File: config.mk
export PLATFORM = sky130hd
export DESIGN_NAME = mxint8_block_packer
export DESIGN_NICKNAME = d
export VERILOG_FILES = /design/src/rtl/mxint8_pkg.sv /design/src/rtl/mxint8_block_outreg.sv /design/src/rtl/mxint8_block_packer.sv
export SDC_FILE = /design/constraint.sdc
export NUM_CORES = 1
export LEC_CHECK = 0
export ABC_AREA = 1
export CAP_MARGIN = 20
export CORE_MARGIN = 1.5
export CORE_UTILIZATION = 25
export CTS_BUF_LIST = sky130_fd_sc_hd__clkbuf_2 sky130_fd_sc_hd__clkbuf_4 sky130_fd_sc_hd__clkbuf_8
export DETAILED_ROUTE_END_ITERATION = 10
export SLEW_MARGIN = 0
export SYNTH_ARGS = -nofsm -noshare
export SYNTH_HDL_FRONTEND = slang
export SYNTH_HIERARCHICAL = 1
export SYNTH_SLANG_ARGS = --single-unit
File: constraint.sdc
create_clock -name clk -period 2.7 [get_ports clk]
set_input_delay 0.405 -clock clk [delete_from_list [all_inputs] [get_ports clk]]
set_output_delay 0.405 -clock clk [all_outputs]
set_load 0.005 [all_outputs]
File: src/rtl/mxint8_pkg.sv
// +----------------------------------------------------------------------------
// | mxint8_pkg : shared types and constants for the MXINT8 block packer
// | Rev 1.0
// +----------------------------------------------------------------------------
`default_nettype none

`ifndef BLOCK_SIZE
`define BLOCK_SIZE 32
`endif
`ifndef MXINT8_ELEMENT_WIDTH
`define MXINT8_ELEMENT_WIDTH 8
`endif
`ifndef SCALE_WIDTH
`define SCALE_WIDTH 8
`endif

package mxint8_pkg;

   localparam int BLOCK_SIZE_DEF = `BLOCK_SIZE;
   localparam int ELEM_W_DEF     = `MXINT8_ELEMENT_WIDTH;
   localparam int SCALE_W_DEF    = `SCALE_WIDTH;

   typedef logic signed [ELEM_W_DEF-1:0] elem_t;
   typedef elem_t [BLOCK_SIZE_DEF-1:0]   elem_block_t;

   typedef enum logic [1:0] {
      IDLE   = 2'd0,
      FILL   = 2'd1,
      CLOSED = 2'd2
   } fill_state_t;

   // E8M0 encodes NaN as the all-ones exponent
   localparam logic [SCALE_W_DEF-1:0] SCALE_NAN = '1;

endpackage

`default_nettype wire

File: src/rtl/mxint8_block_outreg.sv
// +----------------------------------------------------------------------------
// | mxint8_block_outreg : output block register with valid/ready hold and
// | zero-padding of lanes beyond count. Optional: MXINT8_PACK_NAN_SCALE_EN
// | Rev 1.0
// +----------------------------------------------------------------------------
`default_nettype none

module mxint8_block_outreg
   import mxint8_pkg::*;
#(
   parameter int BLOCK_SIZE = 32,
   parameter int ELEM_W     = 8,
   parameter int SCALE_W    = 8,
   parameter int CNT_W      = $clog2(BLOCK_SIZE + 1)
) (
   input  logic                         clk,
   input  logic                         rst,
   input  logic                         load_i,
   input  logic [SCALE_W-1:0]           scale_a_i,
   input  logic [SCALE_W-1:0]           scale_b_i,
   input  logic [BLOCK_SIZE*ELEM_W-1:0] elems_a_i,
   input  logic [BLOCK_SIZE*ELEM_W-1:0] elems_b_i,
   input  logic [CNT_W-1:0]             count_i,
   input  logic                         len_err_i,
   input  logic                         ready_i,
   output logic                         valid_o,
   output logic [SCALE_W-1:0]           scale_a_o,
   output logic [SCALE_W-1:0]           scale_b_o,
   output logic [BLOCK_SIZE*ELEM_W-1:0] elems_a_o,
   output logic [BLOCK_SIZE*ELEM_W-1:0] elems_b_o,
   output logic [CNT_W-1:0]             count_o,
   output logic                         len_err_o,
   output logic                         nan_o
);

   logic [BLOCK_SIZE*ELEM_W-1:0] pad_mask;
   logic                         valid_q;
   logic [SCALE_W-1:0]           scale_a_q;
   logic [SCALE_W-1:0]           scale_b_q;
   logic [BLOCK_SIZE*ELEM_W-1:0] elems_a_q;
   logic [BLOCK_SIZE*ELEM_W-1:0] elems_b_q;
   logic [CNT_W-1:0]             count_q;
   logic                         len_err_q;

   // Fill-buffer lanes past the block length hold stale data; mask them off
   for (genvar i = 0; i < BLOCK_SIZE; i++) begin : g_mask
      assign pad_mask[i*ELEM_W +: ELEM_W] = {ELEM_W{CNT_W'(i) < count_i}};
   end

   always_ff @(posedge clk) begin
      if (rst) begin
         valid_q   <= 1'b0;
         scale_a_q <= '0;
         scale_b_q <= '0;
         elems_a_q <= '0;
         elems_b_q <= '0;
         count_q   <= '0;
         len_err_q <= 1'b0;
      end else if (load_i) begin
         valid_q   <= 1'b1;
         scale_a_q <= scale_a_i;
         scale_b_q <= scale_b_i;
         elems_a_q <= elems_a_i & pad_mask;
         elems_b_q <= elems_b_i & pad_mask;
         count_q   <= count_i;
         len_err_q <= len_err_i;
      end else if (ready_i) begin
         valid_q   <= 1'b0;
      end
   end

`ifdef MXINT8_PACK_NAN_SCALE_EN
   logic nan_q;

   always_ff @(posedge clk) begin
      if (rst) begin
         nan_q <= 1'b0;
      end else if (load_i) begin
         nan_q <= (scale_a_i == SCALE_W'(SCALE_NAN)) || (scale_b_i == SCALE_W'(SCALE_NAN));
      end
   end

   assign nan_o = nan_q;
`else
   assign nan_o = 1'b0;
`endif

   assign valid_o   = valid_q;
   assign scale_a_o = scale_a_q;
   assign scale_b_o = scale_b_q;
   assign elems_a_o = elems_a_q;
   assign elems_b_o = elems_b_q;
   assign count_o   = count_q;
   assign len_err_o = len_err_q;

endmodule

`default_nettype wire

File: src/rtl/mxint8_block_packer.sv
// +----------------------------------------------------------------------------
// | mxint8_block_packer : serial (a,b) beat stream to double-buffered MXINT8
// | block. Optional: MXINT8_PACK_NAN_SCALE_EN (m_nan on all-ones scale)
// | Rev 1.0
// +----------------------------------------------------------------------------
`default_nettype none

`ifndef BLOCK_SIZE
`define BLOCK_SIZE 32
`endif
`ifndef MXINT8_ELEMENT_WIDTH
`define MXINT8_ELEMENT_WIDTH 8
`endif
`ifndef SCALE_WIDTH
`define SCALE_WIDTH 8
`endif

module mxint8_block_packer
   import mxint8_pkg::*;
#(
   parameter int BLOCK_SIZE = `BLOCK_SIZE,
   parameter int ELEM_W     = `MXINT8_ELEMENT_WIDTH,
   parameter int SCALE_W    = `SCALE_WIDTH,
   parameter int CNT_W      = $clog2(BLOCK_SIZE + 1)
) (
   input  logic                         clk,
   input  logic                         rst,
   input  logic                         s_valid,
   output logic                         s_ready,
   input  logic [ELEM_W-1:0]            s_elem_a,
   input  logic [ELEM_W-1:0]            s_elem_b,
   input  logic [SCALE_W-1:0]           s_scale_a,
   input  logic [SCALE_W-1:0]           s_scale_b,
   input  logic                         s_last,
   output logic                         m_valid,
   input  logic                         m_ready,
   output logic [SCALE_W-1:0]           m_scale_a,
   output logic [SCALE_W-1:0]           m_scale_b,
   output logic [BLOCK_SIZE*ELEM_W-1:0] m_elements_a,
   output logic [BLOCK_SIZE*ELEM_W-1:0] m_elements_b,
   output logic [CNT_W-1:0]             m_count,
   output logic                         m_len_err,
   output logic                         m_nan
);

   fill_state_t                  state_q;
   logic [CNT_W-1:0]             cnt_q;
   logic [CNT_W-1:0]             cnt_d;
   logic [CNT_W-1:0]             wr_idx;
   logic [SCALE_W-1:0]           scale_a_q;
   logic [SCALE_W-1:0]           scale_b_q;
   logic                         len_err_q;
   logic [ELEM_W-1:0]            fill_a_q [BLOCK_SIZE];
   logic [ELEM_W-1:0]            fill_b_q [BLOCK_SIZE];
   logic [BLOCK_SIZE*ELEM_W-1:0] fill_a_flat;
   logic [BLOCK_SIZE*ELEM_W-1:0] fill_b_flat;
   logic                         xfer;
   logic                         beat;
   logic                         first_beat;
   logic                         close_blk;

   assign xfer       = (state_q == CLOSED) && (!m_valid || m_ready);
   assign s_ready    = (state_q != CLOSED) || xfer;
   assign beat       = s_valid && s_ready;
   // A beat seen outside FILL opens a new block (CLOSED only accepts while draining)
   assign first_beat = (state_q != FILL);
   assign wr_idx     = first_beat ? '0 : cnt_q;
   assign cnt_d      = wr_idx + CNT_W'(1);
   assign close_blk  = s_last || (cnt_d == CNT_W'(BLOCK_SIZE));

   always_ff @(posedge clk) begin
      if (rst) begin
         state_q   <= IDLE;
         cnt_q     <= '0;
         scale_a_q <= '0;
         scale_b_q <= '0;
         len_err_q <= 1'b0;
      end else if (beat) begin
         cnt_q     <= cnt_d;
         len_err_q <= !s_last && (cnt_d == CNT_W'(BLOCK_SIZE));
         state_q   <= close_blk ? CLOSED : FILL;
         if (first_beat) begin
            scale_a_q <= s_scale_a;
            scale_b_q <= s_scale_b;
         end
      end else if (xfer) begin
         state_q   <= IDLE;
         cnt_q     <= '0;
      end
   end

   always_ff @(posedge clk) begin
      for (int i = 0; i < BLOCK_SIZE; i++) begin
         if (beat && (wr_idx == CNT_W'(i))) begin
            fill_a_q[i] <= s_elem_a;
            fill_b_q[i] <= s_elem_b;
         end
      end
   end

   for (genvar i = 0; i < BLOCK_SIZE; i++) begin : g_flat
      assign fill_a_flat[i*ELEM_W +: ELEM_W] = fill_a_q[i];
      assign fill_b_flat[i*ELEM_W +: ELEM_W] = fill_b_q[i];
   end

   mxint8_block_outreg #(
      .BLOCK_SIZE (BLOCK_SIZE),
      .ELEM_W     (ELEM_W),
      .SCALE_W    (SCALE_W),
      .CNT_W      (CNT_W)
   ) u_outreg (
      .clk       (clk),
      .rst       (rst),
      .load_i    (xfer),
      .scale_a_i (scale_a_q),
      .scale_b_i (scale_b_q),
      .elems_a_i (fill_a_flat),
      .elems_b_i (fill_b_flat),
      .count_i   (cnt_q),
      .len_err_i (len_err_q),
      .ready_i   (m_ready),
      .valid_o   (m_valid),
      .scale_a_o (m_scale_a),
      .scale_b_o (m_scale_b),
      .elems_a_o (m_elements_a),
      .elems_b_o (m_elements_b),
      .count_o   (m_count),
      .len_err_o (m_len_err),
      .nan_o     (m_nan)
   );

endmodule

`default_nettype wire

After elaboration in Yosys (flattened, before gate mapping)
Memories as Yosys holds them, arrays and structs flattened.
Index checks and enable logic that the tools add are counted.
Widths: inputs -> output; s select.

storage, ports and cells
  memories = 2
  RAM bits = 512
  output and inout port bits = 538
  logic and storage cells = 448
  input port bits = 37
  flip-flop bits (word level) = 561

memory list
  name      words  bits a word  read ports  clocked after memory_dff  wr ports  RTL line                   source
  fill_a_q  32     8            32          0                         1         mxint8_block_packer.sv:53  logic [ELEM_W-1:0] fill_a_q [BLOCK_SIZE];
  fill_b_q  32     8            32          0                         1         mxint8_block_packer.sv:54  logic [ELEM_W-1:0] fill_b_q [BLOCK_SIZE];

operators by class
  reduce and logical (&&, ||, !) cells = 106
  equality and inequality tests = 35
  muxes and demuxes = 258
  order comparisons = 32
  $add $sub $neg = 1
  bitwise gates (word level) = 2

operators by type and width
  kind                 number
  $and 256x256->256    2
  $mux 8               62
  $reduce_or 8->1      62
  $mux 5               62
  $mux 1               128
  $eq 6x5->1 const B   16
  $lt 5x6->1 const A   16
  $eq 6x4->1 const B   8
  $lt 4x6->1 const A   8
  $logic_and 1x1->1    35
  $eq 6x3->1 const B   4
  $lt 3x6->1 const A   4
  $mux 6               3
  $eq 6x2->1 const B   2
  $lt 1x6->1 const A   2
  $lt 2x6->1 const A   2
  $add 6x1->6 const B  1
  $eq 6x1->1 const B   1
  $eq 6x6->1 const B   1
  $logic_not 6->1      1
  $mux 2               3
  $reduce_bool 2->1    2
  $logic_or 1x1->1     3
  $eq 2x2->1 const B   1
  other kinds (4)      5

Depth between registers and ports, before layout
  depth in word-level cells = 40
  gate-level depth with buffers = 10
  mapped depth without buffers = 8

Cells and area by module
Netlist, hierarchy kept.

modules (own cells, without submodules)
  module               area each (um^2)  times used  cells each  sequential area each (um^2)
  mxint8_block_outreg  19571.3           1           2434        10730.3
  mxint8_block_packer  16742.3           1           719         15875.2

Least setup slack after synthesis
No wires, ideal clock.

  kind = register to register
  start = register state_q[0]
  end = memory fill_a_q[28][4] (netlist: fill_a_q[1][100]) (enable)
  slack = 548 ps
  cell stages (with the launch flop) = 8
  data required time = 2312 ps
  arrival time = 1763 ps
  path through = dfxtp_1 -> nor2_2 -> nand3_2 -> nand2_4 -> inv_4 -> nand4_2 -> buf_4 -> nor2_1

between the ends
  word-level cells in the longest chain between the ends = 39

ends and longest elaborated chain
  what                                                              RTL line                   source
  from (decl)                                                       mxint8_block_packer.sv:46  fill_state_t state_q;
  from (signal assigned)                                            mxint8_block_packer.sv:81  state_q <= close_blk ? CLOSED : FILL;
  $eq 2x2->1                                                        mxint8_block_packer.sv:62  assign xfer = (state_q == CLOSED) && (!m_valid || m_ready);
  $logic_and 1x1->1                                                 mxint8_block_packer.sv:62
  $logic_or 1x1->1 *                                                mxint8_block_packer.sv:63  assign s_ready = (state_q != CLOSED) || xfer;
  named net s_ready                                                 mxint8_block_packer.sv:29  output logic s_ready,
  $logic_and 1x1->1 *                                               mxint8_block_packer.sv:64  assign beat = s_valid && s_ready;
  $logic_and 1x1->1                                                 mxint8_block_packer.sv:94  if (beat && (wr_idx == CNT_W'(i))) begin
  $mux 1                                                            mxint8_block_packer.sv:94
  $mux 1 (not written as such)                                      mxint8_block_packer.sv:95  fill_a_q[i] <= s_elem_a;
  $reduce_or 8->1 (no line)                                         n/a
  $mux 5 (no line) / $mux 1 (equally long branches) (31 in series)  n/a
  to (decl)                                                         mxint8_block_packer.sv:53

Mark *: on every way through the listed nets, which the timed path passes. The rest lies on a longest branch.

Worst setup path after layout
  start = register state_q[1]
  end = output port s_ready

between the ends
  word-level cells in the longest chain between the ends = 3

ends and longest elaborated chain
  what                RTL line
  $eq 2x2->1          mxint8_block_packer.sv:62
  $logic_and 1x1->1   mxint8_block_packer.sv:62
  $logic_or 1x1->1 *  mxint8_block_packer.sv:63
  to (decl)           mxint8_block_packer.sv:29

Every way passes the cells marked *; elsewhere a longest branch is shown, timed or not.

==> metrics.cfg <==
[sta]
finalCritPeriodShare_pct=89.9
period_needed_ns=2.43
tightest_slew_ns=0.909
slew_viol_final=0
setup-tns-final_ns=0
relSlewSlack_pct=39.4
setup_viol=0
max_freq_mhz=412
timing_hold_violations_final=0
finClkSkew_ns=0.0497
rsz0062_at_grt=false

[worst_setup_path]
required_ns=2.30
reg2reg_from=state_q[0]
cp_num_cells=4
cp_cell_sequence=inv_2 > nor2_2 > nand3_2 > dlygate4sd2_1
cp_slowest_cell=dfxtp_1
cp_max_fo=3
critPathTopFamily=buffers and inverters
cp.buffers_inverters=2
end_kind=output port
r2r_cells=7
crit_path_start_kind=flop
rr_endpoint=fill_a_q[1][49]
cp.arrival_ns=2.02
path_class=reg2out
cpPeakStageDelay_ns=0.41
ff2ff_setup_slack_ns=0.29

[detailed_routing]
ant_nets=0
drt_wl_total_um=127000
route.detailed.drc=0
post_drt_wl_per_cell_um=21.6
viasPerCell=4.56
first_iter_violations=2230
vias=26900
dr.pass1.iters=6
wl_met3_um=9460
dr_wl_met2_um=62300
highest_layer=met5
met1Wirelength_um=51400

[logic_synthesis]
ys_seq_area_share_pct=73.3
netlist_instances=3153
synth_compound_area_share_pct=14.8
netlist_area_um2=36300
synth_edf_count=512
synth.avg_cell_area_um2=11.5
synth_top_family_by_area=compound AO/OA/AOI/OAI gates
post_synth_num_cell_types=30
synth.area.mux_share_pct=0
synthAdderAreaFrac_pct=0
synth_ff_type=dfxtp_1
synth_nets=3190
synth-simple-area-share_pct=8.62
ys_seq_elements=1073
async_reset_ff_share_pct=0
yosysWarnings=6
synth-xor-area-share_pct=0

[pwr]
pwr-share-seq_pct=49.8
switching_power_mw=8.72
power.leakage_nw=16.5
pwr-share-clk_pct=42.6
power_density_nw_per_um2=739
power_mw=36.3
intPower_mw=27.6
max-vdd-ir-drop_mv=0.362
swShare_pct=24.0
combPwrFrac_pct=7.5

[layout]
drive_gt1_share_pct=13.2
area_growth_syn_to_layout_pct=35.3
finalNetCount=3861
fillers=14200

[floorplan]
core-area_um2=144000
die_y_um=384
placement_rows=139
initial_utilization_pct=25.2
die_w_um=384
io_pins=575
die-area_um2=148000

[global_route]
grt-ovfl-total=0
grt_usage_pct=16.7
grt_pass1_vias=25900
grt_max_degree=145
grt_pass1_wl_um=179000
antenna_found_initial=13

[min_path]
min_to=fill_b_q[0][35]
min-delay-path-class=in2reg
worstHoldPathCells=1
hold_start=s_elem_b[3]

[outcome]
status=finished, final reports clean

[cts]
clock_latency_ns=0.94
clk_pin_slew_worst_paths_ns=0.06
numCtsBuffers=179
cts_num_sinks=1073
cts_max_level=4
cts_setup_buffers=0
clock-root-buffer=clkbuf_8
clock_path_buffers=3
cts_tree=built

[place]
portBuffers=573
hpwlAfterDp_um=82400
finalWeightedCongestion=0.847

[flow_run]
cap_violations=0

[registers in the layout, indices dropped and copies added, names as in the netlist, 6 cells and up]
signal	flops
fill_a_q	256
cnt_q	6
scale_b_q	8
u_outreg/count_o	6
scale_a_q	8
fill_b_q	256
u_outreg/elems_a_o	256
u_outreg/scale_a_o	8
u_outreg/scale_b_o	8
u_outreg/elems_b_o	256
[how the worst max path moves through the flow]
stage | start | end | slack (ns)
CTS | state_q[1] | s_ready | 0.14
detailed placement | m_ready | fill_b_q[1][50] | 0.12
global route | state_q[0] | fill_a_q[1][49] | 0.07
floorplan | state_q[0] | fill_a_q[1][100] | 0.55
global placement | m_ready | fill_a_q[1][47] | 0.17
finish | state_q[1] | s_ready | 0.27
[timing repair]
item / 4_1_cts / 5_1_grt
hold buffers: 23 / 0
hold endpoints to repair: 165 / 0
gates resized for setup: 1 / 0
endpoints found under the setup margin: 1 / 0
[final cells by class]
type | count | area (um2) | share of cell area, %
timing repair buffer | 731 | 7480 | 15.2
tap | 1903 | 2380 | 4.85
inverter | 30 | 133 | 0.270
clock buffer | 273 | 3360 | 6.83
clock inverter | 63 | 574 | 1.17
antenna | 7 | 17.5 | 0.0357
multi-input combinational | 1809 | 8590 | 17.5
sequential | 1073 | 26600 | 54.1
[power groups by stage]
stage	Combinational (mW)	Sequential, mW	Clock (mW)
3_5_place_dp	2.73	18.4	0
2_1_floorplan	0.858	18.3	0
5_1_grt	2.98	18.1	16.5
3_3_place_gp	2.69	18.4	0
6_report	2.74	18.1	15.5
4_1_cts	2.77	18.1	15.8
[placed cells by master, fill, tap and decap left out, drive strengths merged, types with 2 or more instances in the layout]
master	n
nor2	86
diode	7
nand3	213
buf	152
dlygate4sd3	23
nand4	2
o21ai	529
clkdlybuf4s50	555
clkbuf	273
inv	36
dfxtp	561
edfxtp	512
bufinv	6
clkinvlp	7
clkinv	44
nand2	432
a21oi	542
[routing by layer]
metal | track usage (%) | vias to the layer above
li1 | - | 12600
met5 | 0 | -
met4 | 6.92 | 4
met3 | 4.21 | 214
met1 | 20.4 | 13000
met2 | 28.0 | 1037
[logic make-up after synthesis]
group,after synthesis
DFF,1073
other,1
buffers and inverters,271
AOI/OAI and AO/OA,1073
and+or+nand+nor,735
[metrics by stage]
| stage | std cells | setup slack [ns] | utilization, % | area, um2 | hold WS, ns |
|---|---|---|---|---|---|
| finish | 5889 | 0.273 | 34.2 | 49100 | 0.0656 |
| CTS | 5882 | 0.144 | 34.1 | 49100 | 0.000269 |
| global route | 5883 | 0.0696 | 34.2 | 49100 | 0.0348 |
| global placement | 5523 | 0.174 | 31.3 | 45000 | 0.452 |
| detailed placement | 5523 | 0.124 | 31.3 | 45000 | 0.456 |
| floorplan | 3153 | 0.548 | - | 36300 | 0.439 |
[Yosys cell counts, types with 3 or more instances]
master,number,area share [%]
buf_2,90,1.2
clkbuf_1,135,1.4
nand2_2,6,0.10
a21oi_1,542,7.5
inv_2,7,0.072
edfxtp_1,512,42
nor2_2,3,0.052
o21ai_2,4,0.096
nand2_1,424,4.4
buf_1,5,0.052
nor2_1,80,0.83
nor2_4,3,0.093
nand3_1,211,2.9
inv_1,21,0.22
dfxtp_1,561,31
buf_4,9,0.19
o21ai_0,523,7.2
No activity file was read; power rests on OpenSTA's default activity.
